===== src/rtl/conv_tile_scheduler.sv =====
// conv_tile_scheduler
// Walks the 3x3 dual-window convolution engine across a full IMG_W x IMG_H
// image. Each engine run covers two horizontally adjacent output windows
// (col and col+stride). The scheduler issues the run, waits for the engine's
// done edge, and then writes one or two result bytes into a dense row-major
// output map.
module conv_tile_scheduler #(
   parameter int IMG_W  = 28,
   parameter int IMG_H  = 28,
   parameter int K      = 3,
   parameter int ADDR_W = 10
) (
   input  logic              i_clk,
   input  logic              i_rst_n,
   input  logic              i_start,
   input  logic              i_abort,
   input  logic [ADDR_W-1:0] i_src_base,
   input  logic [ADDR_W-1:0] i_kernel_base,
   input  logic [ADDR_W-1:0] i_dst_base,
   input  logic [2:0]        i_stride,
   output logic              o_busy,
   output logic              o_done,
   output logic              o_eng_start,
   output logic [ADDR_W-1:0] o_eng_src_addr,
   output logic [ADDR_W-1:0] o_eng_kernel_addr,
   output logic [2:0]        o_eng_stride,
   input  logic              i_eng_done,
   input  logic [7:0]        i_eng_sum1,
   input  logic [7:0]        i_eng_sum2,
   output logic              o_wr_en,
   output logic [ADDR_W-1:0] o_wr_addr,
   output logic [7:0]        o_wr_data
);

   localparam logic [2:0] S_IDLE  = 3'd0;
   localparam logic [2:0] S_ISSUE = 3'd1;
   localparam logic [2:0] S_WAIT  = 3'd2;
   localparam logic [2:0] S_WR1   = 3'd3;
   localparam logic [2:0] S_WR2   = 3'd4;
   localparam logic [2:0] S_ADV   = 3'd5;
   localparam logic [2:0] S_FIN   = 3'd6;

   // Column/row counters must hold the look-ahead position (current + 2*stride
   // + K, and current + stride + K) without wrapping, with stride up to 7.
   localparam int CW = $clog2(IMG_W + 2*7 + K + 1);
   localparam int RW = $clog2(IMG_H + 7 + K + 1);

   localparam logic [CW-1:0]     IMG_W_C = CW'(IMG_W);
   localparam logic [CW-1:0]     K_C     = CW'(K);
   localparam logic [RW-1:0]     IMG_H_R = RW'(IMG_H);
   localparam logic [RW-1:0]     K_R     = RW'(K);
   localparam logic [ADDR_W-1:0] PITCH_A = ADDR_W'(IMG_W);

   logic [2:0]        state;
   logic [ADDR_W-1:0] dst_r;
   logic [ADDR_W-1:0] row_addr;
   logic [ADDR_W-1:0] out_idx;
   logic [CW-1:0]     col;
   logic [RW-1:0]     row;
   logic [7:0]        sum2_r;
   logic              done_q;

   logic [2:0]        eff_stride;
   logic [CW-1:0]     stride_c;
   logic [RW-1:0]     stride_rw;
   logic [ADDR_W-1:0] stride_a;
   logic              pair2_ok;
   logic [CW-1:0]     col_next;
   logic              col_fits;
   logic [RW-1:0]     row_next;
   logic              row_fits;
   logic [ADDR_W-1:0] row_addr_next;
   logic              done_edge;

   // Window geometry: second-window validity and next run / next row positions.
   always_comb begin
      eff_stride    = (i_stride == 3'd0) ? 3'd1 : i_stride;
      stride_c      = CW'(o_eng_stride);
      stride_rw     = RW'(o_eng_stride);
      stride_a      = ADDR_W'(o_eng_stride);
      pair2_ok      = (col + stride_c + K_C) <= IMG_W_C;
      col_next      = col + (stride_c << 1);
      col_fits      = (col_next + K_C) <= IMG_W_C;
      row_next      = row + stride_rw;
      row_fits      = (row_next + K_R) <= IMG_H_R;
      row_addr_next = row_addr + stride_a * PITCH_A;
      done_edge     = i_eng_done & ~done_q;
   end

   // Strobes are state decodes, suppressed combinationally by an abort.
   assign o_busy      = (state != S_IDLE);
   assign o_eng_start = (state == S_ISSUE) && !i_abort;
   assign o_wr_en     = ((state == S_WR1) || (state == S_WR2)) && !i_abort;
   assign o_done      = (state == S_FIN) && !i_abort;

   // Sequencer: layer setup, engine handshake, result writes and raster advance.
   always_ff @(posedge i_clk) begin
      if (!i_rst_n) begin
         state             <= S_IDLE;
         done_q            <= 1'b0;
         dst_r             <= '0;
         row_addr          <= '0;
         out_idx           <= '0;
         col               <= '0;
         row               <= '0;
         sum2_r            <= '0;
         o_eng_src_addr    <= '0;
         o_eng_kernel_addr <= '0;
         o_eng_stride      <= 3'd1;
         o_wr_addr         <= '0;
         o_wr_data         <= '0;
      end else begin
         done_q <= i_eng_done;
         if ((state != S_IDLE) && i_abort) begin
            state <= S_IDLE;
         end else begin
            case (state)
               S_IDLE: begin
                  if (i_start) begin
                     o_eng_src_addr    <= i_src_base;
                     o_eng_kernel_addr <= i_kernel_base;
                     o_eng_stride      <= eff_stride;
                     dst_r             <= i_dst_base;
                     row_addr          <= i_src_base;
                     col               <= '0;
                     row               <= '0;
                     out_idx           <= '0;
                     state             <= S_ISSUE;
                  end
               end
               S_ISSUE: state <= S_WAIT;
               S_WAIT: begin
                  if (done_edge) begin
                     o_wr_data <= i_eng_sum1;
                     o_wr_addr <= dst_r + out_idx;
                     sum2_r    <= i_eng_sum2;
                     state     <= S_WR1;
                  end
               end
               S_WR1: begin
                  if (pair2_ok) begin
                     o_wr_data <= sum2_r;
                     o_wr_addr <= dst_r + out_idx + ADDR_W'(1);
                     state     <= S_WR2;
                  end else begin
                     state <= S_ADV;
                  end
               end
               S_WR2: state <= S_ADV;
               S_ADV: begin
                  out_idx <= out_idx + (pair2_ok ? ADDR_W'(2) : ADDR_W'(1));
                  if (col_fits) begin
                     col            <= col_next;
                     o_eng_src_addr <= row_addr + ADDR_W'(col_next);
                     state          <= S_ISSUE;
                  end else begin
                     col            <= '0;
                     row            <= row_next;
                     row_addr       <= row_addr_next;
                     o_eng_src_addr <= row_addr_next;
                     state          <= row_fits ? S_ISSUE : S_FIN;
                  end
               end
               S_FIN:   state <= S_IDLE;
               default: state <= S_IDLE;
            endcase
         end
      end
   end

endmodule


===== config.mk =====
export PLATFORM = sky130hd
export DESIGN_NAME = conv_tile_scheduler
export DESIGN_NICKNAME = d
export VERILOG_FILES = /design/src/rtl/conv_tile_scheduler.sv
export SDC_FILE = /design/constraint.sdc
export NUM_CORES = 1
export LEC_CHECK = 0
export ABC_CLOCK_PERIOD_IN_PS = 4290
export BUFFER_PORTS_ARGS = -buffer_cell sky130_fd_sc_hd__buf_2
export CAP_MARGIN = 15
export CORE_MARGIN = 5
export CORE_UTILIZATION = 57
export CTS_CLUSTER_DIAMETER = 30
export DETAILED_ROUTE_END_ITERATION = 10
export GPL_ROUTABILITY_DRIVEN = 0
export PLACE_DENSITY_LB_ADDON = 0.12
export SLEW_MARGIN = 10
export SYNTH_ARGS = -nofsm -noshare
export SYNTH_HDL_FRONTEND = slang
export SYNTH_SLANG_ARGS = --single-unit

===== constraint.sdc =====
create_clock -name i_clk -period 4.29 [get_ports i_clk]
set_input_delay 0.2145 -clock i_clk [delete_from_list [all_inputs] [get_ports i_clk]]
set_output_delay 0.2145 -clock i_clk [all_outputs]
set_load 0.1 [all_outputs]

# Word-level counts from Yosys, hierarchy flattened
# Cells that the tools add are included.
# totals
reg_bits	95
in_bits	54
wordCells	86
# classes
addsub	11
multipliers	1
magnitude_cmp	3
n_eq_ne	10
mux	26
bitwise	4
n_reduce_logical	18
# ops
operator	count
case mux 10 bit (2 select lines)	4
2-to-1 mux 10 bit	6
case mux 6 bit (2 select lines)	2
adder 6 x 2 -> 6 bit (second input constant)	3
less-or-equal comparator 6 x 5 -> 1 bit (second input constant)	3
2-to-1 mux 6 bit	3
case mux 3 bit (6 select lines)	1
2-to-1 mux 8 bit	2
case mux 8 bit (2 select lines)	1
2-to-1 mux 3 bit	5
adder 6 x 3 -> 6 bit	2
adder 10 x 1 -> 10 bit (second input constant)	1
adder 10 bit	1
adder 10 x 2 -> 10 bit	1
adder 10 x 6 -> 10 bit	1
adder 10 x 8 -> 10 bit	1
== test 3 bit (second input constant)	3
AND reduction 3 bit	3
!= test 2 bit (second input constant)	4
AND reduction 4 bit	2
adder 6 x 4 -> 6 bit	1
== test 3 x 2 -> 1 bit (second input constant)	2
zero test 3 bit	2
multiplier 3 x 3 -> 6 bit (second input constant)	1
other kinds (12)	18

# Longest topological paths before layout
# logic_depth
word_depth	6
depth_mapped	18
depth_no_buf	18

# Worst setup path after synthesis
# No wires, ideal clock.
# synth_path
kind	register to register
from	register o_eng_stride[1]
to	register out_idx[8]
t_arrival_ps	4308
t_required_ps	4168
path_slack_ps	-140
path_stages_with_launch	19
n_path_buf	0
period_less_slack_ps	4430
path_cell_list	dfxtp_1 > inv_1 > ha_1 > inv_1 > ha_1 > inv_1 > fa_1 > xor2_1 > nor4_1 > mux2_2 > nor2_1 > inv_1 > ha_1 > inv_1 > fa_1 > nor3b_1 > nand4_1 > xor2_1 > nor2_1
# synth_via
elab_chain_len	6
# synth_lines
item	line	text
start: declaration	26	output logic [2:0] o_eng_stride,
start signal: assignment	122	o_eng_stride <= eff_stride;
adder 6 x 3 -> 6 bit	81	pair2_ok = (col + stride_c + K_C) <= IMG_W_C;
adder 6 x 2 -> 6 bit	81	
less-or-equal comparator 6 x 5 -> 1 bit	81	
2-to-1 mux 2 bit	151	out_idx <= out_idx + (pair2_ok ? ADDR_W'(2) : ADDR_W'(1));
adder 10 x 2 -> 10 bit	151	
case mux 10 bit (2 select lines)	117	case (state)
end signal: assignment	151	
end: declaration	57	logic [ADDR_W-1:0] out_idx;
# Every way passes these cells.
# A chain may end at the register's enable or synchronous reset.

# Worst setup path in the final report
# Ends and elaborated chain as after synthesis.

==> summary.txt <==
Status -> completed
Hold Vio Cnt, Final -> 0
Vias in the first global route -> 4914
Inserted Diodes -> 0
Fin. max-slew vios -> 0
Hold slack -> 0.06357 ns
Die ar. -> 0.01209 mm²
CP Launch Type -> flip-flop
Clock Skew -> 0.01244 ns
Crit share post-route -> 90.79%
Synth cell types -> 73
Non-filler cells in the finished layout -> 908
Fin nets -> 875
CTS clk-pin slew, worst paths -> 0.09 ns
Die H -> 110.0 µm
CP arrival -> 4.15 ns
Longest Clk Path Bufs -> 2
Initial DRC Count -> 291
Worst slack, placed -> 0.3627 ns
Final setup viols -> 0
First-pass GRT wire length -> 22.99 mm
Clock Latency Late Sink -> 0.37 ns
#FFs+latches synth -> 94
Data required time of the worst path -> 4.55 ns
GR Util All Layers -> 23.84%
WP buf/inv -> 5
CP dominant cell by count -> inv_1
CTS tree -> yes
PostCTS Resize Cnt -> 0
FP Rows -> 36
Worst setup margin -> 0.3950 ns
Total power -> 0.002165 W
Layout cells sized above 1 -> 19.23%
Least-Margin Pin Slew -> 0.7999 ns
Top FF cell, synth -> dfxtp_1
Syn_area_per_cell -> 8.329 µm²
Max incr delay on CP -> 0.48 ns
CP delay by family, top -> adder cells
Max Clk Rate -> 256.7 MHz
Setup TNS -> 0 ns
Number of synthesized flops with an enable pin -> 0
Mapped cell area -> 0.005697 mm²
RSZ-0062 raised after global routing -> no
DRC -> 0
CP Cell Sequence -> inv_1 > ha_1 > inv_1 > ha_1 > inv_1 > fa_1 > xor2_1 > nor4_1 > mux2_2 > nor2_1 > inv_1 > ha_1 > inv_1 > fa_1 > nor3b_1 > nand4_1 > xor2_1 > nor2_1
Total Wirelength -> 13.98 mm
Wl on met1 -> 6.480 mm
Vias post-DR -> 5228
Max cap viols -> 0
Post-synth ARST share -> 0%
Area Overhead vs Synth -> 14.08%
# clock sinks -> 94
Global route overflow -> 0
Setup crit end kind -> flip-flop
Initial antenna violation count -> 0
Setup Fix Bufs, Post-CTS -> 0
Met2 WL -> 6.341 mm
Leak pwr -> 2.879 nW
Clock Tree Root -> clkbuf_8
Slew HR -> 46.47%
Routed WL per cell -> 15.39 µm
Worst Path Max Fanout -> 10
Port Buffers -> 98
CP max-delay cell -> dfxtp_2
Final HPWL DP -> 10.24 mm
Max Used Layer -> met4
Post-route ant nets -> 0
Maximum VDD drop -> 0.2048 mV
Power Density -> 333.2 mW/mm²
Hold_buf cts -> 0
Largest net degree at the start of global routing -> 35
Minimum clock period -> 3.895 ns
DR WL met3 -> 887 µm
Dpl cells -> 892
Syn nets -> 789
Core area -> 0.009774 mm²
Synth Warn # -> 0
Chip Width -> 110.0 µm
Top-Level Pins -> 99
Starting Density -> 58.28%
H-tree levels -> 3
Hold/Removal Path Class -> primary input to flip-flop
Mapped Cells -> 684
Pre-Repair DR Iteration Count -> 5
CTS buffer count -> 9
Sequential share of the synthesized area -> 33.03%
Vias per inst -> 5.758
Setup CP Type -> flip-flop to flip-flop
[metrics by stage]
step           area (µm²)  utilization (%)
2_1_floorplan        5698                -
3_3_place_gp         6300            64.45
6_report             6499            66.49
3_5_place_dp         6300            64.45
5_1_grt              6499            66.49
4_1_cts              6499            66.49
[kinds of logic after synthesis]
family / count (synthesis) / share of synthesized area (%)
adders and majority gates: 51 / 12.39
buffers and inverters: 54 / 3.778
muxes: 13 / 2.306
DFF: 94 / 33.03
AOI/OAI and AO/OA: 187 / 22.97
xor gates and xnor gates: 37 / 5.820
and+or+nand+nor: 248 / 19.70
[power by group]
part	internal [W]	switching, W	total (W)
registers	0.000913	0.0000383	0.000952
clock network	0.000288	0.000317	0.000605
logic	0.000187	0.000422	0.000608
total	0.00139	0.000777	0.00217
[registers in the layout, indices dropped and copies added (netlist names)]
name	cells
done_q	1
o_wr_addr	10
o_eng_stride	3
state	3
sum2_r	8
o_wr_data	8
row	6
o_eng_src_addr	10
out_idx	10
dst_r	10
col	5
row_addr	10
o_eng_kernel_addr	10
[layer usage]
metal | global-route usage [%] | vias up
met1 | 32.07 | 2447
met2 | 38.78 | 152
met3 | 3.494 | 20
met5 | 0 | -
li1 | - | 2609
met4 | 8.994 | 0
[cell type report]
type                            instances  area [µm²]
Fill cell                             868        3276
Clock buffer                           12       145.1
Clock inverter                          4       53.80
Inverter                               21       78.83
Timing Repair Buffer                  108       565.5
Sequential cell                        94        1883
Multi-Input combinational cell        536        3606
Tap cell                              133       166.4
[placed cells by master (no fill, tap or decap), types with 4 or more instances in the layout]
cell,synthesis,final
nor2_1,64,63
buf_4,0,10
dfxtp_1,94,93
buf_2,4,98
o21ai_0,25,25
nand3_1,24,24
and3_1,4,4
mux2i_1,12,12
o21a_1,11,11
inv_1,20,19
and2_1,6,6
o211ai_1,6,6
fa_1,9,9
clkbuf_8,0,10
nor2b_1,5,5
a21o_1,11,11
nor4_1,5,5
o41ai_1,5,5
nand2b_1,7,7
xnor2_1,16,16
xor2_1,20,20
nor3b_1,4,4
nor3_1,9,9
o31ai_1,4,4
a311oi_1,13,13
a21oi_1,61,60
a211oi_1,14,14
nand2_1,102,102
ha_1,42,42
[Yosys cell counts, drive strengths merged (3+ instances only)]
master / number / share of area (%)
clkbuf: 25 / 1.6
o211ai: 7 / 1.2
inv: 21 / 1.4
nor2: 64 / 4.2
nor3b: 4 / 0.53
nand4: 3 / 0.33
mux2i: 12 / 2.1
o21ai: 28 / 2.7
o31ai: 4 / 0.53
nand2: 103 / 6.8
a211oi: 15 / 2.1
and3: 5 / 0.57
o221a: 3 / 0.59
and2: 7 / 0.79
o21a: 11 / 1.4
nand2b: 7 / 0.77
a31oi: 3 / 0.33
nor3: 9 / 0.79
xnor2: 17 / 2.7
or3: 4 / 0.53
nor2b: 5 / 0.55
xor2: 20 / 3.1
o41ai: 5 / 0.77
buf: 8 / 0.75
dfxtp: 94 / 33
a21o: 12 / 1.6
ha: 42 / 9.2
a311oi: 13 / 2.0
nor4: 5 / 0.55
fa: 9 / 3.2
nand3: 24 / 2.1
a21oi: 62 / 5.6
[worst reg2reg max path, cell delays in order, from the launching register on]
cell and delay (ns):
dfxtp_2 0.48, inv_1 0.15, ha_1 0.31, inv_1 0.07
ha_1 0.17, inv_1 0.06, fa_1 0.40, xor2_1 0.19
nor4_1 0.16, mux2_2 0.19, nor2_1 0.07, inv_1 0.17
ha_1 0.21, inv_1 0.06, fa_1 0.39, nor3b_1 0.36
nand4_1 0.16, xor2_1 0.15, nor2_1 0.05
[worst paths after layout]
path | startpoint | to | slack, ns | depth (start not counted)
worst max-delay path | o_eng_stride[1] | out_idx[8] | 0.39 | 18
worst min register to register | o_eng_kernel_addr[7] | o_eng_kernel_addr[7] | 0.45 | 2
worst min-delay path | i_eng_done | done_q | 0.06 | 2
worst max register to register | o_eng_stride[1] | out_idx[8] | 0.39 | 18
Power figures use the tool's default switching activity.
